<file path="src/rtl/adex_pkg.sv">
// adex_pkg: FSM state type, default neuron constants and saturation helper for the AdEx neuron array.
package adex_pkg;
  typedef enum logic {IDLE, SWEEP} state_t;
  localparam int DEF_E_L = -4096;
  localparam int DEF_V_T = -1024;
  localparam int DEF_V_PEAK = 2048;
  localparam int DEF_V_RESET = -3072;
  localparam int DEF_B = 64;
  localparam int DEF_LEAK_SH = 4;
  localparam int DEF_CUR_SH = 2;
  localparam int DEF_DELTA_SH = 8;
  localparam int DEF_A_SH = 6;
  localparam int DEF_TAUW_SH = 5;
  localparam int DEF_EXP_CAP = 12;
  localparam int DEF_REF_STEPS = 2;
  function automatic logic signed [31:0] sat(input logic signed [31:0] x, input int w);
    logic signed [31:0] hi;
    hi = (32'sd1 <<< (w - 1)) - 32'sd1;
    return (x > hi) ? hi : (x < -hi - 32'sd1) ? -hi - 32'sd1 : x;
  endfunction
endpackage

</file>
<file path="src/rtl/adex_neuron_mux_if.sv">
// adex_neuron_mux_if: step, current-write, monitor and spike-report signals of the neuron array.
interface adex_neuron_mux_if #(parameter int N_NEURONS = 4, parameter int V_W = 16);
  localparam int AW = $clog2(N_NEURONS);
  logic step_i;
  logic i_we;
  logic [AW-1:0] i_addr;
  logic signed [V_W-1:0] i_data;
  logic [AW-1:0] mon_sel;
  logic signed [V_W-1:0] mon_v_o;
  logic signed [V_W-1:0] mon_w_o;
  logic [N_NEURONS-1:0] spike_o;
  logic spike_valid_o;
  logic busy_o;
  logic overrun_o;
  modport master (output step_i, i_we, i_addr, i_data, mon_sel,
                  input mon_v_o, mon_w_o, spike_o, spike_valid_o, busy_o, overrun_o);
  modport slave (input step_i, i_we, i_addr, i_data, mon_sel,
                 output mon_v_o, mon_w_o, spike_o, spike_valid_o, busy_o, overrun_o);
endinterface

</file>
<file path="src/rtl/adex_update.sv">
// adex_update: combinational forward-Euler step of one AdEx neuron.
// ADEX_REFRACTORY_EN adds a refractory counter that pins v and suppresses spikes while nonzero.
module adex_update import adex_pkg::*; #(
  parameter int V_W = 16,
  parameter int E_L = DEF_E_L,
  parameter int V_T = DEF_V_T,
  parameter int V_PEAK = DEF_V_PEAK,
  parameter int V_RESET = DEF_V_RESET,
  parameter int B = DEF_B,
  parameter int LEAK_SH = DEF_LEAK_SH,
  parameter int CUR_SH = DEF_CUR_SH,
  parameter int DELTA_SH = DEF_DELTA_SH,
  parameter int A_SH = DEF_A_SH,
  parameter int TAUW_SH = DEF_TAUW_SH,
  parameter int EXP_CAP = DEF_EXP_CAP
`ifdef ADEX_REFRACTORY_EN
  , parameter int REF_STEPS = DEF_REF_STEPS,
  parameter int CW = $clog2(REF_STEPS + 1)
`endif
) (
  input  logic signed [V_W-1:0] v,
  input  logic signed [V_W-1:0] w,
  input  logic signed [V_W-1:0] cur,
`ifdef ADEX_REFRACTORY_EN
  input  logic [CW-1:0] cnt,
  output logic [CW-1:0] cnt_n,
`endif
  output logic signed [V_W-1:0] v_n,
  output logic signed [V_W-1:0] w_n,
  output logic spike
);
  localparam int WW = V_W + 4;
  logic signed [WW-1:0] vx, wx, dlt, ex, vs, ws;
  logic signed [V_W-1:0] vi, wi, wb;
  logic [4:0] sh;
  logic hold;
  assign vx = WW'(v);
  assign wx = WW'(w);
  assign dlt = (vx - WW'(V_T)) >>> DELTA_SH;
  assign sh = (dlt > WW'(EXP_CAP)) ? 5'(EXP_CAP) : dlt[4:0];
  assign ex = (vx >= WW'(V_T)) ? (WW'(1) << sh) : WW'(0);
  assign vs = vx + ((WW'(E_L) - vx) >>> LEAK_SH) + ex + ((WW'(cur) - wx) >>> CUR_SH);
  assign ws = wx + ((((vx - WW'(E_L)) >>> A_SH) - wx) >>> TAUW_SH);
  assign vi = V_W'(sat(32'(vs), V_W));
  assign wi = V_W'(sat(32'(ws), V_W));
  assign wb = V_W'(sat(32'(wi) + B, V_W));
`ifdef ADEX_REFRACTORY_EN
  assign hold = cnt != '0;
  assign cnt_n = hold ? cnt - 1'b1 : spike ? CW'(REF_STEPS) : '0;
`else
  assign hold = 1'b0;
`endif
  // while refractory, adaptation still relaxes but no B kick is applied
  assign spike = !hold && vi >= V_W'(V_PEAK);
  assign v_n = (hold || spike) ? V_W'(V_RESET) : vi;
  assign w_n = spike ? wb : wi;
endmodule

</file>
<file path="src/rtl/adex_neuron_mux.sv">
// adex_neuron_mux: time-multiplexed AdEx neuron array, one neuron updated per cycle per sweep.
// ADEX_REFRACTORY_EN enables per-neuron refractory counters of REF_STEPS sweeps.
module adex_neuron_mux import adex_pkg::*; #(
  parameter int N_NEURONS = 4,
  parameter int V_W = 16,
  parameter int E_L = DEF_E_L,
  parameter int V_T = DEF_V_T,
  parameter int V_PEAK = DEF_V_PEAK,
  parameter int V_RESET = DEF_V_RESET,
  parameter int B = DEF_B,
  parameter int LEAK_SH = DEF_LEAK_SH,
  parameter int CUR_SH = DEF_CUR_SH,
  parameter int DELTA_SH = DEF_DELTA_SH,
  parameter int A_SH = DEF_A_SH,
  parameter int TAUW_SH = DEF_TAUW_SH,
  parameter int EXP_CAP = DEF_EXP_CAP
`ifdef ADEX_REFRACTORY_EN
  , parameter int REF_STEPS = DEF_REF_STEPS
`endif
) (
  input logic clk,
  input logic rst_n,
  adex_neuron_mux_if.slave bus
);
  localparam int AW = $clog2(N_NEURONS);
  state_t state, nxt;
  logic [AW-1:0] idx;
  logic signed [V_W-1:0] v_r [N_NEURONS];
  logic signed [V_W-1:0] w_r [N_NEURONS];
  logic signed [V_W-1:0] i_r [N_NEURONS];
  logic [N_NEURONS-1:0] acc, acc_n;
  logic signed [V_W-1:0] v_n, w_n;
  logic spike, start, last;
`ifdef ADEX_REFRACTORY_EN
  localparam int CW = $clog2(REF_STEPS + 1);
  logic [CW-1:0] c_r [N_NEURONS];
  logic [CW-1:0] c_n;
`endif
  adex_update #(
    .V_W(V_W), .E_L(E_L), .V_T(V_T), .V_PEAK(V_PEAK), .V_RESET(V_RESET), .B(B),
    .LEAK_SH(LEAK_SH), .CUR_SH(CUR_SH), .DELTA_SH(DELTA_SH), .A_SH(A_SH),
    .TAUW_SH(TAUW_SH), .EXP_CAP(EXP_CAP)
`ifdef ADEX_REFRACTORY_EN
    , .REF_STEPS(REF_STEPS), .CW(CW)
`endif
  ) u_update (
    .v(v_r[idx]),
    .w(w_r[idx]),
    .cur(i_r[idx]),
`ifdef ADEX_REFRACTORY_EN
    .cnt(c_r[idx]),
    .cnt_n(c_n),
`endif
    .v_n(v_n),
    .w_n(w_n),
    .spike(spike)
  );
  assign start = state == IDLE && bus.step_i;
  assign last = state == SWEEP && idx == AW'(N_NEURONS - 1);
  assign acc_n = acc | (N_NEURONS'(spike) << idx);
  assign bus.busy_o = state == SWEEP;
  always_comb begin
    nxt = state;
    nxt = start ? SWEEP : last ? IDLE : nxt;
  end
  always_ff @(posedge clk or negedge rst_n) begin
    if (!rst_n) begin
      state <= IDLE;
      idx <= '0;
      acc <= '0;
      bus.spike_o <= '0;
      bus.spike_valid_o <= 1'b0;
      bus.overrun_o <= 1'b0;
      bus.mon_v_o <= '0;
      bus.mon_w_o <= '0;
      for (int k = 0; k < N_NEURONS; k++) begin
        v_r[k] <= V_W'(E_L);
        w_r[k] <= '0;
        i_r[k] <= '0;
`ifdef ADEX_REFRACTORY_EN
        c_r[k] <= '0;
`endif
      end
    end else begin
      state <= nxt;
      idx <= start ? '0 : (state == SWEEP) ? idx + 1'b1 : idx;
      acc <= start ? '0 : (state == SWEEP) ? acc_n : acc;
      bus.spike_valid_o <= last;
      if (last) bus.spike_o <= acc_n;
      bus.overrun_o <= bus.overrun_o | (bus.step_i && state == SWEEP);
      // the datapath reads i_r before this edge, so a same-cycle write is seen next sweep
      if (state == SWEEP) begin
        v_r[idx] <= v_n;
        w_r[idx] <= w_n;
`ifdef ADEX_REFRACTORY_EN
        c_r[idx] <= c_n;
`endif
      end
      if (bus.i_we) i_r[bus.i_addr] <= bus.i_data;
      bus.mon_v_o <= v_r[bus.mon_sel];
      bus.mon_w_o <= w_r[bus.mon_sel];
    end
  end
endmodule

</file>
<file path="src/flat_wrapper.sv">
// flat-port wrapper written by rule: the top's interface ports become plain ports
module adex_neuron_mux_flat import adex_pkg::*;
#(
  parameter int N_NEURONS = 4,
  parameter int V_W = 16,
  parameter int E_L = DEF_E_L,
  parameter int V_T = DEF_V_T,
  parameter int V_PEAK = DEF_V_PEAK,
  parameter int V_RESET = DEF_V_RESET,
  parameter int B = DEF_B,
  parameter int LEAK_SH = DEF_LEAK_SH,
  parameter int CUR_SH = DEF_CUR_SH,
  parameter int DELTA_SH = DEF_DELTA_SH,
  parameter int A_SH = DEF_A_SH,
  parameter int TAUW_SH = DEF_TAUW_SH,
  parameter int EXP_CAP = DEF_EXP_CAP

)
  (clk, rst_n, bus_step_i, bus_i_we, bus_i_addr, bus_i_data, bus_mon_sel, bus_mon_v_o, bus_mon_w_o, bus_spike_o, bus_spike_valid_o, bus_busy_o, bus_overrun_o);
  adex_neuron_mux_if #(.N_NEURONS(N_NEURONS), .V_W(V_W)) bus_i ();
  input logic clk;
  input logic rst_n;
  input wire logic [$bits(bus_i.step_i)-1:0] bus_step_i;
  input wire logic [$bits(bus_i.i_we)-1:0] bus_i_we;
  input wire logic [$bits(bus_i.i_addr)-1:0] bus_i_addr;
  input wire logic [$bits(bus_i.i_data)-1:0] bus_i_data;
  input wire logic [$bits(bus_i.mon_sel)-1:0] bus_mon_sel;
  output wire logic [$bits(bus_i.mon_v_o)-1:0] bus_mon_v_o;
  output wire logic [$bits(bus_i.mon_w_o)-1:0] bus_mon_w_o;
  output wire logic [$bits(bus_i.spike_o)-1:0] bus_spike_o;
  output wire logic [$bits(bus_i.spike_valid_o)-1:0] bus_spike_valid_o;
  output wire logic [$bits(bus_i.busy_o)-1:0] bus_busy_o;
  output wire logic [$bits(bus_i.overrun_o)-1:0] bus_overrun_o;
  assign bus_i.step_i = bus_step_i;
  assign bus_i.i_we = bus_i_we;
  assign bus_i.i_addr = bus_i_addr;
  assign bus_i.i_data = bus_i_data;
  assign bus_i.mon_sel = bus_mon_sel;
  assign bus_mon_v_o = bus_i.mon_v_o;
  assign bus_mon_w_o = bus_i.mon_w_o;
  assign bus_spike_o = bus_i.spike_o;
  assign bus_spike_valid_o = bus_i.spike_valid_o;
  assign bus_busy_o = bus_i.busy_o;
  assign bus_overrun_o = bus_i.overrun_o;
  adex_neuron_mux #(.N_NEURONS(N_NEURONS), .V_W(V_W), .E_L(E_L), .V_T(V_T), .V_PEAK(V_PEAK), .V_RESET(V_RESET), .B(B), .LEAK_SH(LEAK_SH), .CUR_SH(CUR_SH), .DELTA_SH(DELTA_SH), .A_SH(A_SH), .TAUW_SH(TAUW_SH), .EXP_CAP(EXP_CAP)) u_core (.clk(clk), .rst_n(rst_n), .bus(bus_i));
endmodule
</file>
<file path="config.mk">
export PLATFORM = sky130hd
export DESIGN_NAME = adex_neuron_mux_flat
export DESIGN_NICKNAME = d
export VERILOG_FILES = /design/src/rtl/adex_pkg.sv /design/src/rtl/adex_neuron_mux_if.sv /design/src/rtl/adex_update.sv /design/src/rtl/adex_neuron_mux.sv /design/src/flat_wrapper.sv
export SDC_FILE = /design/constraint.sdc
export NUM_CORES = 1
export LEC_CHECK = 0
export CAP_MARGIN = 20
export CELL_PAD_IN_SITES_DETAIL_PLACEMENT = 1
export CELL_PAD_IN_SITES_GLOBAL_PLACEMENT = 1
export CORE_MARGIN = 2
export CORE_UTILIZATION = 50
export DETAILED_ROUTE_END_ITERATION = 8
export PLACE_DENSITY_LB_ADDON = 0.1
export SYNTH_ARGS = -nofsm -noshare
export SYNTH_HDL_FRONTEND = slang
export SYNTH_SLANG_ARGS = --single-unit
</file>
<file path="constraint.sdc">
create_clock -name clk -period 10.6 [get_ports clk]
set_input_delay 2.12 -clock clk [delete_from_list [all_inputs] [get_ports clk]]
set_output_delay 2.12 -clock clk [all_outputs]
set_load 0.005 [all_outputs]
</file>
==> results of run 1 <==
==> layer usage <==
layer | routed length, um | global-route usage | share of wire
met2 | 22200 | 0.486 | 0.49
met1 | 19300 | 0.374 | 0.43
met5 | 0 | 0 | 0
met3 | 1870 | 0.0389 | 0.041
met4 | 1870 | 0.109 | 0.041
==> state kept, by name, summed over array words and instances (netlist names) <==
name                      count
u_core.bus.spike_o            4
u_core.acc                    4
u_core.idx                    2
u_core.bus.spike_valid_o      1
u_core.i_r                   64
u_core.bus.overrun_o          1
u_core.bus.mon_w_o           16
u_core.bus.busy_o             1
u_core.bus.mon_v_o           16
u_core.w_r                   64
u_core.v_r                   64
==> stage by stage <==
step	cells	hold slack, ns	utilization	cell area [sq um]
finish	1956	0.472	0.571	17600
global route	1956	0.493	0.571	17600
CTS	1955	0.477	0.571	17600
detailed placement	1905	0.468	0.542	16700
global placement	1905	0.445	0.542	16700
floorplan	1495	0.451	-	15700
==> placed cells by master, fill, tap and decap left out, types with 7 or more instances in the layout <==
master / netlist / layout
dfrtp_1: 221 / 219
nand2_1: 158 / 158
nor2_1: 105 / 105
inv_1: 105 / 105
o21ai_0: 95 / 95
mux4_2: 80 / 80
mux2_2: 77 / 77
ha_1: 76 / 76
a21oi_1: 62 / 62
clkdlybuf4s50_1: 0 / 59
xnor2_1: 37 / 37
a31oi_1: 37 / 36
fa_1: 35 / 35
o31ai_1: 34 / 34
nor3_1: 30 / 30
clkbuf_16: 0 / 27
xor2_1: 24 / 24
a21o_1: 19 / 19
nand2b_1: 18 / 18
o21a_1: 17 / 17
buf_4: 1 / 16
dfstp_2: 16 / 16
mux2i_1: 14 / 14
nand3_1: 13 / 13
nor2b_1: 13 / 13
and2_1: 11 / 11
or2_2: 11 / 11
clkbuf_1: 48 / 11
or3_1: 9 / 9
a211oi_1: 8 / 8
o211ai_1: 7 / 7
==> kinds of logic after synthesis <==
logic type | Yosys count
buffers and inverters | 173
adder cells (fa/ha/maj) | 114
other | 1
AO/OA/AOI/OAI | 329
AND/OR/NAND/NOR | 407
flip-flops | 237
XOR/XNOR | 62
multiplexers | 171
==> final cells by class <==
class,instances,area [sq um]
fill,3305,13200
multi-input combinational,1085,9080
sequential,237,5960
clock buffer,43,786
timing repair buffer,79,756
tap,396,495
inverter,109,409
clock inverter,7,85.1
==> critical path: cells and delay by family (launching register included) <==
kind / cells / cell delay (ns)
AND/OR/NAND/NOR: 9 / 2.11
adder cells (fa/ha/maj): 3 / 1.04
buffers and inverters: 2 / 0.54
flip-flops: 1 / 0.90
multiplexers: 1 / 0.70
AO/OA/AOI/OAI: 16 / 4.29
==> worst min path at each step <==
stage / to / cells past startpoint / startpoint / slack (ns)
3_3_place_gp: u_core.bus.overrun_o / 1 / u_core.bus.overrun_o / 0.45
5_1_grt: u_core.bus.overrun_o / 1 / u_core.bus.overrun_o / 0.49
6_report: u_core.bus.overrun_o / 1 / u_core.bus.overrun_o / 0.47
4_1_cts: u_core.bus.overrun_o / 1 / u_core.bus.overrun_o / 0.48
3_5_place_dp: u_core.bus.overrun_o / 1 / u_core.bus.overrun_o / 0.47
2_1_floorplan: u_core.bus.overrun_o / 1 / u_core.bus.overrun_o / 0.45
==> repair_timing <==
action                     4_1_cts  5_1_grt
gates resized for setup          0        1
hold buffers                     0        0
setup endpoints to repair        0       23
setup buffers                    0        0
==> flow_metrics.tcl, run 1 <==
set metrics [dict create \
    rr_worst_depth 31 \
    cpMaxStageDelayCell "dfrtp_4" \
    antenna_found_initial 1 \
    io_buffers 62 \
    cts_tree "done" \
    synth_top_family_by_area "multiplexers" \
    required_ns 11.07 \
    viasPerCell 6.11 \
    die-area_sq_mm 0.0328 \
    die_height_um 181 \
    yosys.area_share.simple 0.122 \
    crit_type "register to register" \
    clk_pin_slew_worst_paths_ns 0.06 \
    status "completed" \
    fmax_mhz 103 \
    synthTopCellsByArea "dfrtp_1 (35%), mux4_2 (11%), ha_1 (6.1%), mux2_2 (5.5%), fa_1 (4.5%)" \
    grt_max_degree 97 \
    rsz0062_at_grt "false" \
    critical_path.startpoint "u_core.idx[0]" \
    maxCapViolCount 0 \
    worstMarginPinSlew_ns 1.17 \
    cp-end-kind "register" \
    cp_max_fo 34 \
    r2r_setup_slack_ns 0.89 \
    drive_gt1_frac 0.171 \
    area_growth_pct 12.0 \
    route.final.wire_length_mm 45.3 \
    syn_area_per_cell_sq_um 10.5 \
    synth.top_cells.by_count "dfrtp_1 (221), nand2_1 (158), inv_1 (105), nor2_1 (105), o21ai_0 (95)" \
    fin_worst_skew_ns 0.0174 \
    r2r-end "u_core.w_r[0]" \
    nNetsFinal 1674 \
    crit_arrival_ns 10.18 \
    syn_area_sq_mm 0.0157 \
    ant_nets 0 \
    synth_mux_area_frac 0.179 \
    min_period_ns 9.71 \
    post-synth-top-count-cell "dfrtp_1" \
    netlist_instances 1494 \
    coreArea_sq_mm 0.0307 \
    ys_seq_area_frac 0.379 \
    die_w_um 181 \
    cts_num_sinks 237 \
    hp-class "register to register" \
    cp-start-kind "register" \
    grt_pass1_vias 13049 \
    r2r-start "u_core.idx[0]" \
    rows 64 \
    place_hpwl_mm 33.2 \
    grt_overflow 0 \
    antenna_cells 0 \
    synth-xor-area-share 0.0351 \
    clkLatencyLatePin_ns 0.56 \
    finalWorstSetupSlack_ns 0.889 \
    ys.flop_type "dfrtp_1" \
    synth.top_cell.area_share 0.353 \
    preCtsSetupSlack_ns 0.829 \
    wire_per_inst_um 23.2 \
    final-hold-violation-count 0 \
    dr.pass1.iters 4 \
    initial_core_util 0.510 \
    routed-via-count 11950 \
    cts_buffer_depth 3 \
    tns_ns 0 \
    max_stage_delay_ns 0.90 \
    synth_edf_count 0 \
    grt_pass1_wl_mm 73.9 \
    grtUsageTotal 0.286 \
    drt_iter0_drc 557 \
    crit_path_end "u_core.w_r[0]" \
    cts_made_buffers 27 \
    synth_compound_area_frac 0.134 \
    fin_crit_sh 0.916 \
    drc 0 \
    gp_congestion 0.867 \
    synthAdderAreaFrac 0.107 \
    synth_largest_area_cell "dfrtp_1" \
    ys_ff_latch 237 \
    ctsRootBufferMaster "clkbuf_16" \
    yosys_warnings 0 \
    htree_levels 1 \
    setup_violations 0 \
    async_flop_share 1.00 \
    io_pins 63 \
    drv_slew 0 \
    yosysUniqueCellTypes 78 \
    slew_headroom 0.209 \
]
Power of run 1 is left out: the tool's default activity adds up to more than one toggle a clock period on the data nets, which glitch-free logic cannot reach.
==> inputs of run 2 (changes only) <==
SETUP_SLACK_MARGIN = 0.05   (was not set)
==> flow_metrics.tcl, run 2 (synthesized netlist as in run 1, its figures left out) <==
set metrics [dict create \
    grt_overflow 0 \
    wire_per_inst_um 23.3 \
    grt_pass1_wl_mm 73.9 \
    grtUsageTotal 0.286 \
    route.final.wire_length_mm 45.6 \
    ant_nets 0 \
    nNetsFinal 1675 \
    drc 0 \
    cts_buffer_depth 3 \
    setup_violations 0 \
    final-hold-violation-count 0 \
    r2r-start "u_core.idx[0]" \
    min_period_ns 9.47 \
    antenna_found_initial 1 \
    die-area_sq_mm 0.0328 \
    io_pins 63 \
    finalWorstSetupSlack_ns 1.13 \
    rsz0062_at_grt "false" \
    antenna_cells 0 \
    preCtsSetupSlack_ns 0.829 \
    drt_iter0_drc 591 \
    die_w_um 181 \
    holdWs_ns 0.471 \
    die_height_um 181 \
    slew_headroom 0.236 \
    coreArea_sq_mm 0.0307 \
    required_ns 11.06 \
    grt_max_degree 97 \
    area_growth_pct 12.1 \
    status "completed" \
    cts_num_sinks 237 \
    crit_arrival_ns 9.94 \
    htree_levels 1 \
    cts_made_buffers 27 \
    drv_slew 0 \
    ctsRootBufferMaster "clkbuf_16" \
    cp-start-kind "register" \
    clkLatencyLatePin_ns 0.56 \
    cp_max_fo 32 \
    cpMaxStageDelayCell "dfrtp_4" \
    grt_pass1_vias 13049 \
    fmax_mhz 106 \
    reg_top3 "u_core.i_r x64, u_core.v_r x64, u_core.w_r x64" \
    drive_gt1_frac 0.171 \
    io_buffers 62 \
    fin_crit_sh 0.893 \
    rows 64 \
    place_hpwl_mm 33.2 \
    crit_type "register to register" \
    fin_worst_skew_ns 0.0195 \
    worstMarginPinSlew_ns 1.13 \
    cts_tree "done" \
    hp-class "register to register" \
    routed-via-count 11952 \
    tns_ns 0 \
    min_from "u_core.bus.overrun_o" \
    layout_common_cells "dfrtp_1 (219), nand2_1 (158), nor2_1 (105), inv_1 (105), o21ai_0 (95)" \
    clk_pin_slew_worst_paths_ns 0.06 \
    maxCapViolCount 0 \
    max_stage_delay_ns 0.69 \
    initial_core_util 0.510 \
    cp-end-kind "register" \
    critical_path.startpoint "u_core.idx[0]" \
    viasPerCell 6.11 \
    gp_congestion 0.867 \
    hold_buffers 0 \
    final_common_cell "dfrtp_1" \
    dr.pass1.iters 6 \
]
run 2: cell count changes in the layout (fill, tap and decap cells not counted), sizes merged:
cell,delta
buf,+1
run 2: critical path: cells and delay by family (launching register included):
family / cells / cell delay (ns)
simple gates: 9 / 2.14
flops: 1 / 0.69
mux: 1 / 0.67
fa+ha+maj: 3 / 1.04
compound gates: 16 / 4.26
buf+inv: 2 / 0.54
run 2: final cells by class:
| class | instances | area (sq um) |
|---|---|---|
| inverters | 109 | 409 |
| well taps | 396 | 495 |
| repair buffers | 80 | 776 |
| flip-flops and latches | 237 | 5960 |
| fillers | 3301 | 13200 |
| clock inverters | 7 | 85.1 |
| multi-input cells | 1085 | 9080 |
| clock buffers | 43 | 786 |
run 2: stage by stage:
step	cells	utilization	cell area, sq um
4_1_cts	1955	0.571	17600
5_1_grt	1957	0.572	17600
2_1_floorplan	1495	-	15700
3_3_place_gp	1905	0.542	16700
3_5_place_dp	1905	0.542	16700
6_report	1957	0.572	17600
run 2: final timing paths:
| path | endpoint | slack [ns] | depth (start not counted) |
|---|---|---|---|
| worst max register to register | u_core.w_r[0] | 1.13 | 31 |
| min in group asynchronous | u_core.bus.mon_v_o[7] | 1.63 | 1 |
| max in group asynchronous | u_core.w_r[8] | 7.51 | 2 |
| worst min register to register | u_core.bus.overrun_o | 0.47 | 1 |
| worst min-delay path | u_core.bus.overrun_o | 0.47 | 1 |
| worst max-delay path | u_core.w_r[0] | 1.13 | 31 |
run 2: repair_timing:
| action | 4_1_cts | 5_1_grt |
|---|---|---|
| setup endpoints to repair | 0 | 32 |
| setup buffers | 0 | 1 |
| gates resized for setup | 0 | 1 |
run 2: layer usage:
metal	routed length [um]	share of wire	track usage	vias to the layer above
li1	-	-	-	5465
met1	19200	0.42	0.374	6123
met2	22500	0.49	0.486	270
met3	2010	0.044	0.0389	94
met4	1870	0.041	0.109	0
met5	0	0	0	-
Power of run 2 is left out for the same reason.
